`config.mk`:
```
export PLATFORM = sky130hd
export DESIGN_NAME = song_sequencer
export DESIGN_NICKNAME = d
export VERILOG_FILES = /design/src/rtl/song_pkg.sv /design/src/rtl/ms_tick_gen.sv /design/src/rtl/song_sequencer.sv
export SDC_FILE = /design/constraint.sdc
export NUM_CORES = 1
export LEC_CHECK = 0
export CAP_MARGIN = 20
export CORE_MARGIN = 2
export CORE_UTILIZATION = 55
export DETAILED_ROUTE_END_ITERATION = 6
export PLACE_DENSITY = 0.81
export SYNTH_ARGS = -nofsm -noshare
export SYNTH_HDL_FRONTEND = slang
export SYNTH_SLANG_ARGS = --single-unit
```
`constraint.sdc`:
```
create_clock -name clk -period 4.85 [get_ports clk]
set_input_delay 0.97 -clock clk [delete_from_list [all_inputs] [get_ports clk]]
set_output_delay 0.97 -clock clk [all_outputs]
set_load 0.02 [all_outputs]
```
`src/rtl/song_pkg.sv`:
```
// rtl/song_pkg.sv - shared types, ROM field layout and note display tables for the song sequencer
package song_pkg;

  typedef enum logic [2:0] {
    S_IDLE,
    S_FETCH,
    S_LATCH,
    S_PLAY,
    S_GAP,
    S_DONE
  } state_e;

  localparam logic [3:0] NOTE_REST = 4'd0;
  localparam logic [3:0] NOTE_END  = 4'd15;
  localparam logic [3:0] NOTE_MAX  = 4'd12;

  localparam int NOTE_MSB = 15;
  localparam int NOTE_LSB = 12;
  localparam int OCT_MSB  = 11;
  localparam int OCT_LSB  = 10;
  localparam int DUR_MSB  = 9;
  localparam int DUR_LSB  = 0;

  // Index is code-1; sharps reuse the letter of the natural below them.
  localparam logic [6:0] SEG_TABLE [12] = '{
    7'h39, 7'h39, 7'h5E, 7'h5E, 7'h79, 7'h71,
    7'h71, 7'h3D, 7'h3D, 7'h77, 7'h77, 7'h7C
  };

  // Bit code-1 set for C#, D#, F#, G#, A#.
  localparam logic [11:0] SHARP_MASK = 12'h54A;

  function automatic logic note_is_pitch(input logic [3:0] code);
    return (code != NOTE_REST) && (code <= NOTE_MAX);
  endfunction

  function automatic logic [7:0] note_led(input logic [3:0] code);
    logic [7:0] seg;
    logic [3:0] idx;
    seg = 8'h00;
    idx = code - 4'd1;
    if (note_is_pitch(code)) begin
      seg[6:0] = SEG_TABLE[idx];
      seg[7]   = SHARP_MASK[idx];
    end
    return seg;
  endfunction

endpackage

```
`src/rtl/ms_tick_gen.sv`:
```
// rtl/ms_tick_gen.sv - millisecond tick divider driven by a runtime cycles-per-ms value
module ms_tick_gen (
  input  logic        clk,
  input  logic        rst_n,
  input  logic        clear,
  input  logic [15:0] ticks_per_milli,
  output logic        tick
);

  logic [15:0] cnt_q;
  logic [15:0] cnt_d;
  logic [15:0] limit;

  // >= rather than == so lowering the rate mid-count still ends the current ms.
  always_comb begin
    limit = (ticks_per_milli == 16'd0) ? 16'd0 : (ticks_per_milli - 16'd1);
    tick  = (cnt_q >= limit);
    cnt_d = cnt_q + 16'd1;
    if (clear || tick) begin
      cnt_d = 16'd0;
    end
  end

  always_ff @(posedge clk) begin
    if (!rst_n) begin
      cnt_q <= 16'd0;
    end else begin
      cnt_q <= cnt_d;
    end
  end

endmodule

```
`src/rtl/song_sequencer.sv`:
```
// rtl/song_sequencer.sv - walks the song ROM, drives note/octave/gate and the note-letter LED
module song_sequencer
  import song_pkg::*;
#(
  parameter int ADDR_W = 6,
  parameter int GAP_MS = 10
) (
  input  logic              clk,
  input  logic              rst_n,
  input  logic [15:0]       ticks_per_milli,
  input  logic              start,
  input  logic              stop,
  input  logic              loop_en,
  output logic [ADDR_W-1:0] rom_addr,
  input  logic [15:0]       rom_data,
  output logic [3:0]        note,
  output logic [1:0]        octave,
  output logic              gate,
  output logic [7:0]        led,
  output logic              busy,
  output logic              done
);

  localparam logic [9:0] GAP_LEN = 10'(GAP_MS);

  state_e            state_q, state_d;
  logic [ADDR_W-1:0] ptr_q, ptr_d;
  logic [ADDR_W-1:0] rom_addr_q, rom_addr_d;
  logic [3:0]        note_q, note_d;
  logic [1:0]        octave_q, octave_d;
  logic [9:0]        ms_q, ms_d;
  logic              gate_q, gate_d;
  logic [7:0]        led_q, led_d;

  logic              tick;
  logic              tick_clear;
  logic [3:0]        code;
  logic [9:0]        dur;

  assign code = rom_data[NOTE_MSB:NOTE_LSB];
  assign dur  = rom_data[DUR_MSB:DUR_LSB];

  ms_tick_gen u_ms_tick (
    .clk             (clk),
    .rst_n           (rst_n),
    .clear           (tick_clear),
    .ticks_per_milli (ticks_per_milli),
    .tick            (tick)
  );

  always_comb begin
    state_d    = state_q;
    ptr_d      = ptr_q;
    rom_addr_d = rom_addr_q;
    note_d     = note_q;
    octave_d   = octave_q;
    ms_d       = ms_q;

    case (state_q)
      S_IDLE: begin
        if (start && !stop) begin
          ptr_d   = '0;
          state_d = S_FETCH;
        end
      end
      S_FETCH: state_d = S_LATCH;
      S_LATCH: begin
        if (code == NOTE_END) begin
          if (loop_en) begin
            ptr_d   = '0;
            state_d = S_FETCH;
          end else begin
            state_d = S_DONE;
          end
        end else begin
          note_d   = note_is_pitch(code) ? code : NOTE_REST;
          octave_d = rom_data[OCT_MSB:OCT_LSB];
          ms_d     = (dur == 10'd0) ? 10'd1 : dur;
          state_d  = S_PLAY;
        end
      end
      S_PLAY: begin
        if (tick) begin
          if (ms_q <= 10'd1) begin
            ptr_d = ptr_q + ADDR_W'(1);
            if (GAP_MS == 0) begin
              state_d = S_FETCH;
            end else begin
              ms_d    = GAP_LEN;
              state_d = S_GAP;
            end
          end else begin
            ms_d = ms_q - 10'd1;
          end
        end
      end
      S_GAP: begin
        if (tick) begin
          if (ms_q <= 10'd1) begin
            state_d = S_FETCH;
          end else begin
            ms_d = ms_q - 10'd1;
          end
        end
      end
      S_DONE:  state_d = S_IDLE;
      default: state_d = S_IDLE;
    endcase

    if (stop && (state_q != S_IDLE)) begin
      state_d = S_IDLE;
      ptr_d   = '0;
    end

    // Address is presented during FETCH so the ROM word is ready in LATCH.
    if (state_d == S_FETCH) begin
      rom_addr_d = ptr_d;
    end

    if (state_d == S_IDLE) begin
      note_d   = NOTE_REST;
      octave_d = 2'd0;
    end

    tick_clear = (state_d != state_q);
    gate_d     = (state_d == S_PLAY) && note_is_pitch(note_d);
    led_d      = gate_d ? note_led(note_d) : 8'h00;
  end

  always_ff @(posedge clk) begin
    if (!rst_n) begin
      state_q    <= S_IDLE;
      ptr_q      <= '0;
      rom_addr_q <= '0;
      note_q     <= NOTE_REST;
      octave_q   <= 2'd0;
      ms_q       <= 10'd0;
      gate_q     <= 1'b0;
      led_q      <= 8'h00;
    end else begin
      state_q    <= state_d;
      ptr_q      <= ptr_d;
      rom_addr_q <= rom_addr_d;
      note_q     <= note_d;
      octave_q   <= octave_d;
      ms_q       <= ms_d;
      gate_q     <= gate_d;
      led_q      <= led_d;
    end
  end

  assign rom_addr = rom_addr_q;
  assign note     = note_q;
  assign octave   = octave_q;
  assign gate     = gate_q;
  assign led      = led_q;
  assign busy     = (state_q != S_IDLE);
  assign done     = (state_q == S_DONE);

endmodule

```
==> impl_metrics.csv, run 1 <==
group,metric,value,unit
run_status,outcome,"completed",
global_route,overflow,0,
timing,clock.fmax,211.7,MHz
synth,ys.flop_type,"dfxtp_1",
timing,hold_viol_final,0,
placement,placed_cell_area,4950,sq um
worst_setup_path,start_kind,"input port",
layout,num_antenna_cells,0,
clock_network,clockBufferDepth,2,
timing,slew_viol_final,0,
pwr,powerDensity,225.7,nW/um^2
layout,area_growth,26.77,%
pwr,leakagePower,2.159,nW
detailed_routing,drt_wl_total,11.35,mm
synth,synth_common_cells,"56 x dfxtp_1, 54 x nand2_1, 46 x nor2_1, 30 x nor3_1, 27 x a21oi_1",
floorplanning,start_util,56.84,%
worst_setup_path,cp.arrival,4.92,ns
synth,syn_inst,503,
timing,fin_crit_sh,97.38,%
global_route,grt_max_degree,21,
floorplanning,fp.dieH,90.58,um
detailed_routing,drtIter0Drc,268,
synth,yosys.area.top_type_share,27.19,%
synth,synthAdderAreaFrac,8.134,%
layout,fin_area,5226,sq um
synth,synth_area_leaders,"dfxtp_1 27%, ha_1 7.9%, nand2_1 4.9%",
detailed_routing,first_pass_iters,7,
clock_network,numClockSinks,56,
worst_hold_path,hold_class,"reg -> reg",
timing,setup_viol,0,
synth,synth-edff-count,0,
clock_network,tritoncts,"done",
timing,layout_min_cycle_time,4.723,ns
clock_network,cts_buffers,5,
synth,synth_top_family_by_area,"simple AND/OR/NAND/NOR gates",
floorplanning,rows,31,
detailed_routing,drc,0,
synth,syn_avg_cell_area,8.196,sq um
synth,syn_nets,566,
synth,synth_top_area_cell,"dfxtp_1",
worst_setup_path,required,5.05,ns
synth,synth-xor-area-share,6.798,%
clock_network,cts_root_buffer,"clkbuf_8",
detailed_routing,ant_nets,0,
global_route,antenna_found_initial,0,
floorplanning,fp.dieArea,8205,sq um
synth,yosys.area_share.simple,29.35,%
synth,synth_seq_cells,56,
run,cap_violations,0,
worst_setup_path,end_kind,"flop",
timing,slew_headroom,46.89,%
synth,synth.distinct_cells,79,
worst_setup_path,criticalPathCategory,"in -> reg",
clock_network,htreeDepth,2,
pwr,peakVddDrop,0.0001641,V
floorplanning,core,7253,sq um
synth,ys_seq_area_share,27.19,%
global_route,track_usage,25.97,%
placement,numPortBuffers,59,
detailed_routing,viasPerCell,6.101,
floorplanning,io_pins,60,
detailed_routing,post_drt_wl_per_cell,16.59,um
timing,tightest_slew,0.7884,ns
layout,nets,647,
detailed_routing,vias,4173,
pwr,p_total,1.180,mW
synth,synth_compound_area_share,22.25,%
placement,dpl.hpwl,8.106,mm
synth,ys_warn_count,0,
placement,gp_congestion,0.9139,
floorplanning,die_x,90.58,um
synth,synth.most_common_cell,"dfxtp_1",
global_route,grt_pass1_wl,17.92,mm
clock_network,clkTransAtPathRegs,0.10,ns
worst_setup_path,cp_max_fo,8,
clock_network,clk_latency,0.31,ns
timing,skew,0.005881,ns
global_route,grt_pass1_vias,3903,
clock_network,holdBufCountCts,0,
synth,syn-cell-area,4123,sq um
layout,layout-drive-gt1-share,13.50,%
synth,synthMuxAreaShare,1.608,%
synth,ys_async_sr_fraction,0,%
[state kept, by name, summed over array words and instances (netlist names)]
register,flops
note,4
rom_addr,6
octave,2
led,8
ms_q,10
u_ms_tick.cnt_q,16
state_q,3
gate,1
ptr_q,6
[metrics by stage]
stage / hold WS, ns / cells / setup TNS, ns / util, % / setup WS (ns)
finish: 0.4654 / 684 / 0 / 72.05 / 0.1269
global route: 0.4987 / 684 / -0.1153 / 72.05 / -0.08703
CTS: 0.4696 / 680 / 0 / 69.67 / 0.01404
detailed placement: 0.4521 / 672 / -9.837 / 68.24 / -0.3226
global placement: 0.4481 / 672 / -1.182 / 68.24 / -0.05881
floorplan: 0.4493 / 503 / 0 / - / 0.3495
[kinds of logic (layout without fill, tap and decap cells)]
group                      after synthesis  in the layout
buffers and inverters                   38            120
and+or+nand+nor                        225            225
xor gates and xnor gates                32             32
AOI/OAI and AO/OA                      119            119
DFF                                     56             56
adders and majority gates               27             27
muxes                                    6              6
[cell usage in the layout (no fill, tap or decap), types with 4 or more instances in the layout]
cell / n
nor2b_1: 4
nor3_1: 29
clkbuf_8: 6
dfxtp_1: 56
and2_1: 11
ha_1: 25
inv_1: 20
clkdlybuf4s50_1: 55
buf_4: 28
nand4_1: 9
nand3_1: 17
a22o_1: 6
o21ai_1: 5
a21oi_1: 26
nor2_2: 4
dlymetal6s2s_1: 4
nor2_1: 44
nor4_1: 5
and4_1: 4
o31ai_1: 6
and4b_1: 14
xnor2_1: 10
o21ai_0: 17
a211oi_1: 7
xor2_1: 22
nand2_1: 54
nand2b_1: 5
a221oi_1: 4
[area by class of cell]
type                       instances  area (sq um)
multi-input combinational        409          2912
clock buffer                       6         82.58
sequential                        56          1121
fill                             569          2027
tap                               99         123.9
clock inverter                     2         13.76
timing repair buffer              92         898.4
inverter                          20         75.07
[critical path: stages]
cell and delay, ns:
clkdlybuf4s50_1 0.45, nor3_1 0.35, nand3b_1 0.30, nor3_1 0.32
xor2_1 0.21, nand2_1 0.08, ha_1 0.28, nand4_1 0.13
a211o_1 0.34, o32ai_4 0.36, nor2_1 0.15, o31ai_1 0.36
buf_4 0.21, o211ai_4 0.12, a2111oi_2 0.30
[worst paths after layout]
kind | slack, ns | cells after the start | start | to
worst max-delay path | 0.13 | 15 | ticks_per_milli[5] | led[7]
worst min-delay path | 0.47 | 2 | octave[1] | octave[1]
worst max register to register | 1.67 | 9 | state_q[1] | led[7]
worst min register to register | 0.47 | 2 | octave[1] | octave[1]
[metal layers]
layer  vias up  GRT usage (%)  share of wire, %
li1       2009              -                 -
met1      1972          32.99                43
met2       169          44.96                50
met3        23          4.341               5.6
met4         0          7.949               1.9
met5         -              0                 0
[what timing repair did]
item                       4_1_cts  5_1_grt
cloned                           0        1
setup endpoints to repair        3       44
pin swaps                        0       16
gates resized for setup          1       21
setup buffers                    0        3
[where the power goes]
| part | total [mW] | switching (mW) | internal, mW |
|---|---|---|---|
| Clock | 0.276 | 0.159 | 0.117 |
| Sequential | 0.505 | 0.0284 | 0.477 |
| Combinational | 0.398 | 0.226 | 0.172 |
No activity file was read; power rests on OpenSTA's default activity.
==> run 2, diff against run 1 <==
--- a/config.mk
+++ b/config.mk
@@ -12,4 +12,5 @@
 export PLACE_DENSITY = 0.81
 export SYNTH_ARGS = -nofsm -noshare
 export SYNTH_HDL_FRONTEND = slang
+export SYNTH_HIERARCHICAL = 1
 export SYNTH_SLANG_ARGS = --single-unit
==> run 2 against run 1 <==
- design area is 0.57% higher
- worst hold slack worse by 0.0066 ns
- sequential share of layout area is 0.12 points lower
- clock skew is 0.0041 ns higher
- largest power group unchanged
- synthesized cell count is 3.2% lower
- non-clock buffer count is 18 higher
- die area is 2.7% lower
- count of clock-buffer cells in the layout is 1 lower
- via count is 0.41% higher
- core utilization is 1.6 points higher
==> impl_metrics.csv, run 2 <==
group,metric,value,unit
run_status,outcome,"completed",
synth,syn_nets,547,
placement,pre_cts_ws,-0.3875,ns
global_route,grt_pass1_wl,16.18,mm
detailed_routing,drtIter0Drc,404,
layout,largest-register,"u_ms_tick/cnt_q",
timing,setup_ws,0.08181,ns
detailed_routing,wl_met2,5.387,mm
timing,slew_viol_final,0,
synth,synth_seq_cells,56,
clock_network,clk_latency,0.32,ns
worst_setup_path,reg2regPathDepth,13,
placement,placed_cell_area,4933,sq um
worst_setup_path,r2r_end,"u_ms_tick/cnt_q[11]",
worst_setup_path,cp_max_fo,6,
clock_network,cts_buffers,5,
floorplanning,start_util,56.14,%
worst_setup_path,r2r-start,"u_ms_tick/cnt_q[0]",
detailed_routing,first_pass_iters,5,
layout,nets,645,
detailed_routing,drt_wl_total,10.57,mm
floorplanning,io_pins,60,
run,cap_violations,0,
worst_setup_path,required,5.06,ns
pwr,comb_power_share,21.9,%
worst_hold_path,hold_path_startpoint,"octave[1]",
synth,ys_seq_area_share,27.98,%
pwr,p_seq_share,46.2,%
detailed_routing,drc,0,
floorplanning,fp.dieArea,7983,sq um
worst_setup_path,path_cells,"dlymetal6s2s_1 > nor3_2 > nand2_1 > or4b_4 > or2b_1 > ha_1 > nor2b_1 > o211a_1 > o311a_1 > or3_4 > a211oi_2 > o21ai_1 > a21oi_1 > o21ai_0 > nand4b_1 > buf_6 > nor4_1",
timing,fin_crit_sh,98.31,%
synth,ys_warn_count,6,
global_route,track_usage,25.20,%
pwr,powerDensity,197.2,nW/um^2
floorplanning,rows,31,
worst_setup_path,cp.arrival,4.98,ns
global_route,antenna_found_initial,0,
pwr,p_int,0.7328,mW
detailed_routing,vias,4190,
timing,layout_min_cycle_time,4.768,ns
placement,numPortBuffers,59,
detailed_routing,viasPerCell,6.117,
timing,slew_headroom,36.93,%
timing,clock.fmax,209.7,MHz
clock_network,clockBufferDepth,2,
clock_network,htreeDepth,2,
pwr,clockPowerShare,31.9,%
pwr,p_sw,0.3040,mW
floorplanning,fp.dieH,89.35,um
floorplanning,core,7137,sq um
worst_hold_path,hold_class,"reg -> reg",
layout,final_common_cell,"dfxtp_1",
layout,num_antenna_cells,0,
worst_setup_path,max_stage_delay,0.56,ns
synth,syn_inst,487,
global_route,grt_pass1_vias,3629,
detailed_routing,dr.max_layer_used,"met4",
worst_setup_path,end_kind,"flop",
layout,mostFrequentLayoutCells,"56 x dfxtp_1, 54 x nand2_1, 47 x buf_4, 44 x clkdlybuf4s50_1, 32 x a21oi_1",
detailed_routing,wirelength_met1,4.418,mm
detailed_routing,post_drt_wl_per_cell,15.43,um
pwr,peakVddDrop,0.0001288,V
worst_setup_path,slowest_stage,"or4b_4",
worst_setup_path,r2r_setup_slack,1.49,ns
timing,hold_viol_final,0,
worst_hold_path,whs_path_depth,2,
worst_hold_path,hold_end,"octave[1]",
synth,ys.flop_type,"dfxtp_1",
layout,fill_cells,558,
clock_network,tritoncts,"done",
synth,syn_avg_cell_area,8.227,sq um
detailed_routing,wl_met3,601,um
pwr,swShare,29.32,%
layout,area_growth,31.20,%
clock_network,cts_root_buffer,"clkbuf_8",
timing,skew,0.009998,ns
floorplanning,die_x,89.35,um
placement,dpl.hpwl,7.760,mm
pwr,leakagePower,2.108,nW
timing,setup_viol,0,
placement,gp_congestion,0.9018,
synth,ys_async_sr_fraction,0,%
clock_network,clkTransAtPathRegs,0.11,ns
clock_network,holdBufCountCts,0,
layout,layout-drive-gt1-share,18.94,%
detailed_routing,ant_nets,0,
synth,synth-edff-count,0,
synth,yosys.area.top_type_share,27.98,%
synth,synth_common_cells,"56 x dfxtp_1, 54 x nand2_1, 32 x a21oi_1, 26 x nor2_1, 26 x o21ai_0",
layout,largest_reg_flops,16,
global_route,overflow,0,
timing,whs,0.4587,ns
clock_network,numClockSinks,56,
synth,synth_top_area_cell,"dfxtp_1",
worst_setup_path,criticalPathCategory,"in -> reg",
worst_setup_path,start_kind,"input port",
layout,fin_area,5256,sq um
worst_setup_path,critPathBufInv,2,
synth,syn-cell-area,4006,sq um
synth,synth.distinct_cells,78,
synth,synth_area_leaders,"dfxtp_1 28%, ha_1 7.2%, nand2_1 5.1%",
global_route,grt_max_degree,24,
worst_setup_path,critPathTopFamily,"simple AND/OR/NAND/NOR gates",
synth,synth.most_common_cell,"dfxtp_1",
timing,tightest_slew,0.9461,ns
==> run 2: changes by cell type after synthesis, sizes merged, moves of 5 or more <==
cell | previous run | this run
a211oi | 11 | 5
a22o | 6 | 1
a31oi | 3 | 11
and4b | 14 | 0
buf | 11 | 6
clkbuf | 7 | 12
nor2 | 48 | 27
nor3 | 31 | 21
nor4 | 8 | 27
xnor2 | 10 | 23
xor2 | 22 | 5
==> run 2: what timing repair did <==
action / in CTS / in global routing
gates cloned: 0 / 1
setup buffers: 0 / 4
pin swaps: 0 / 15
setup endpoints to repair: 7 / 27
hold endpoints to repair: 0 / 0
gates resized for setup: 2 / 40
==> run 2: final cells by class <==
| type | count | area, sq um | share of cell area (%) |
|---|---|---|---|
| clock inverters | 3 | 50.05 | 0.9522 |
| repair buffers | 110 | 1026 | 19.52 |
| clock buffers | 5 | 68.82 | 1.309 |
| inverters | 21 | 78.83 | 1.500 |
| flip-flops and latches | 56 | 1121 | 21.33 |
| multi-input cells | 391 | 2788 | 53.03 |
| well taps | 99 | 123.9 | 2.357 |
==> run 2: worst max path at each step <==
| stage | cells after the start | slack [ns] | to | start |
|---|---|---|---|---|
| 6_report | 17 | 0.08 | u_ms_tick/cnt_q[11] | ticks_per_milli[10] |
| 4_1_cts | 17 | 0.06 | u_ms_tick/cnt_q[10] | ticks_per_milli[2] |
| 3_3_place_gp | 17 | -0.31 | rom_addr[5] | ticks_per_milli[9] |
| 2_1_floorplan | 17 | 0.005 | u_ms_tick/cnt_q[10] | ticks_per_milli[2] |
| 3_5_place_dp | 17 | -0.39 | rom_addr[1] | ticks_per_milli[2] |
| 5_1_grt | 17 | -0.11 | u_ms_tick/cnt_q[7] | ticks_per_milli[10] |
==> run 2: cell families after synthesis <==
| logic type | share of synthesized area [%] |
|---|---|
| xor gates and xnor gates | 6.121 |
| and+or+nand+nor | 27.95 |
| buffers and inverters | 5.653 |
| DFF | 27.98 |
| AOI/OAI and AO/OA | 22.67 |
| adders and majority gates | 7.183 |
| muxes | 2.436 |
==> run 2: routing by layer <==
layer | GRT usage (%) | vias up
li1 | - | 2022
met1 | 31.67 | 1985
met2 | 45.32 | 160
met3 | 3.601 | 23
met4 | 5.970 | 0
met5 | 0 | -
==> run 2: worst register-to-register path, delay by kind of cell (launching register included) <==
family,cells,cell delay [ns]
AND/OR/NAND/NOR,4,1.09
adder cells (fa/ha/maj),1,0.29
flip-flops,1,0.47
buffers and inverters,2,0.30
AO/OA/AOI/OAI,6,1.13
==> run 2: stage by stage <==
step	setup TNS, ns	std cells	utilization (%)	total power, mW
floorplan	0	487	-	0.6159
global placement	-5.911	672	69.13	0.6972
detailed placement	-8.320	672	69.13	0.7041
CTS	0	680	70.93	1.029
global route	-0.5620	685	73.65	1.082
finish	0	685	73.65	1.037
==> run 2: power by group through the flow <==
stage / clock [mW] / combinational [mW] / sequential [mW]
6_report: 0.331 / 0.227 / 0.479
5_1_grt: 0.355 / 0.248 / 0.480
4_1_cts: 0.334 / 0.217 / 0.478
3_5_place_dp: 0 / 0.215 / 0.489
3_3_place_gp: 0 / 0.209 / 0.488
2_1_floorplan: 0 / 0.132 / 0.484
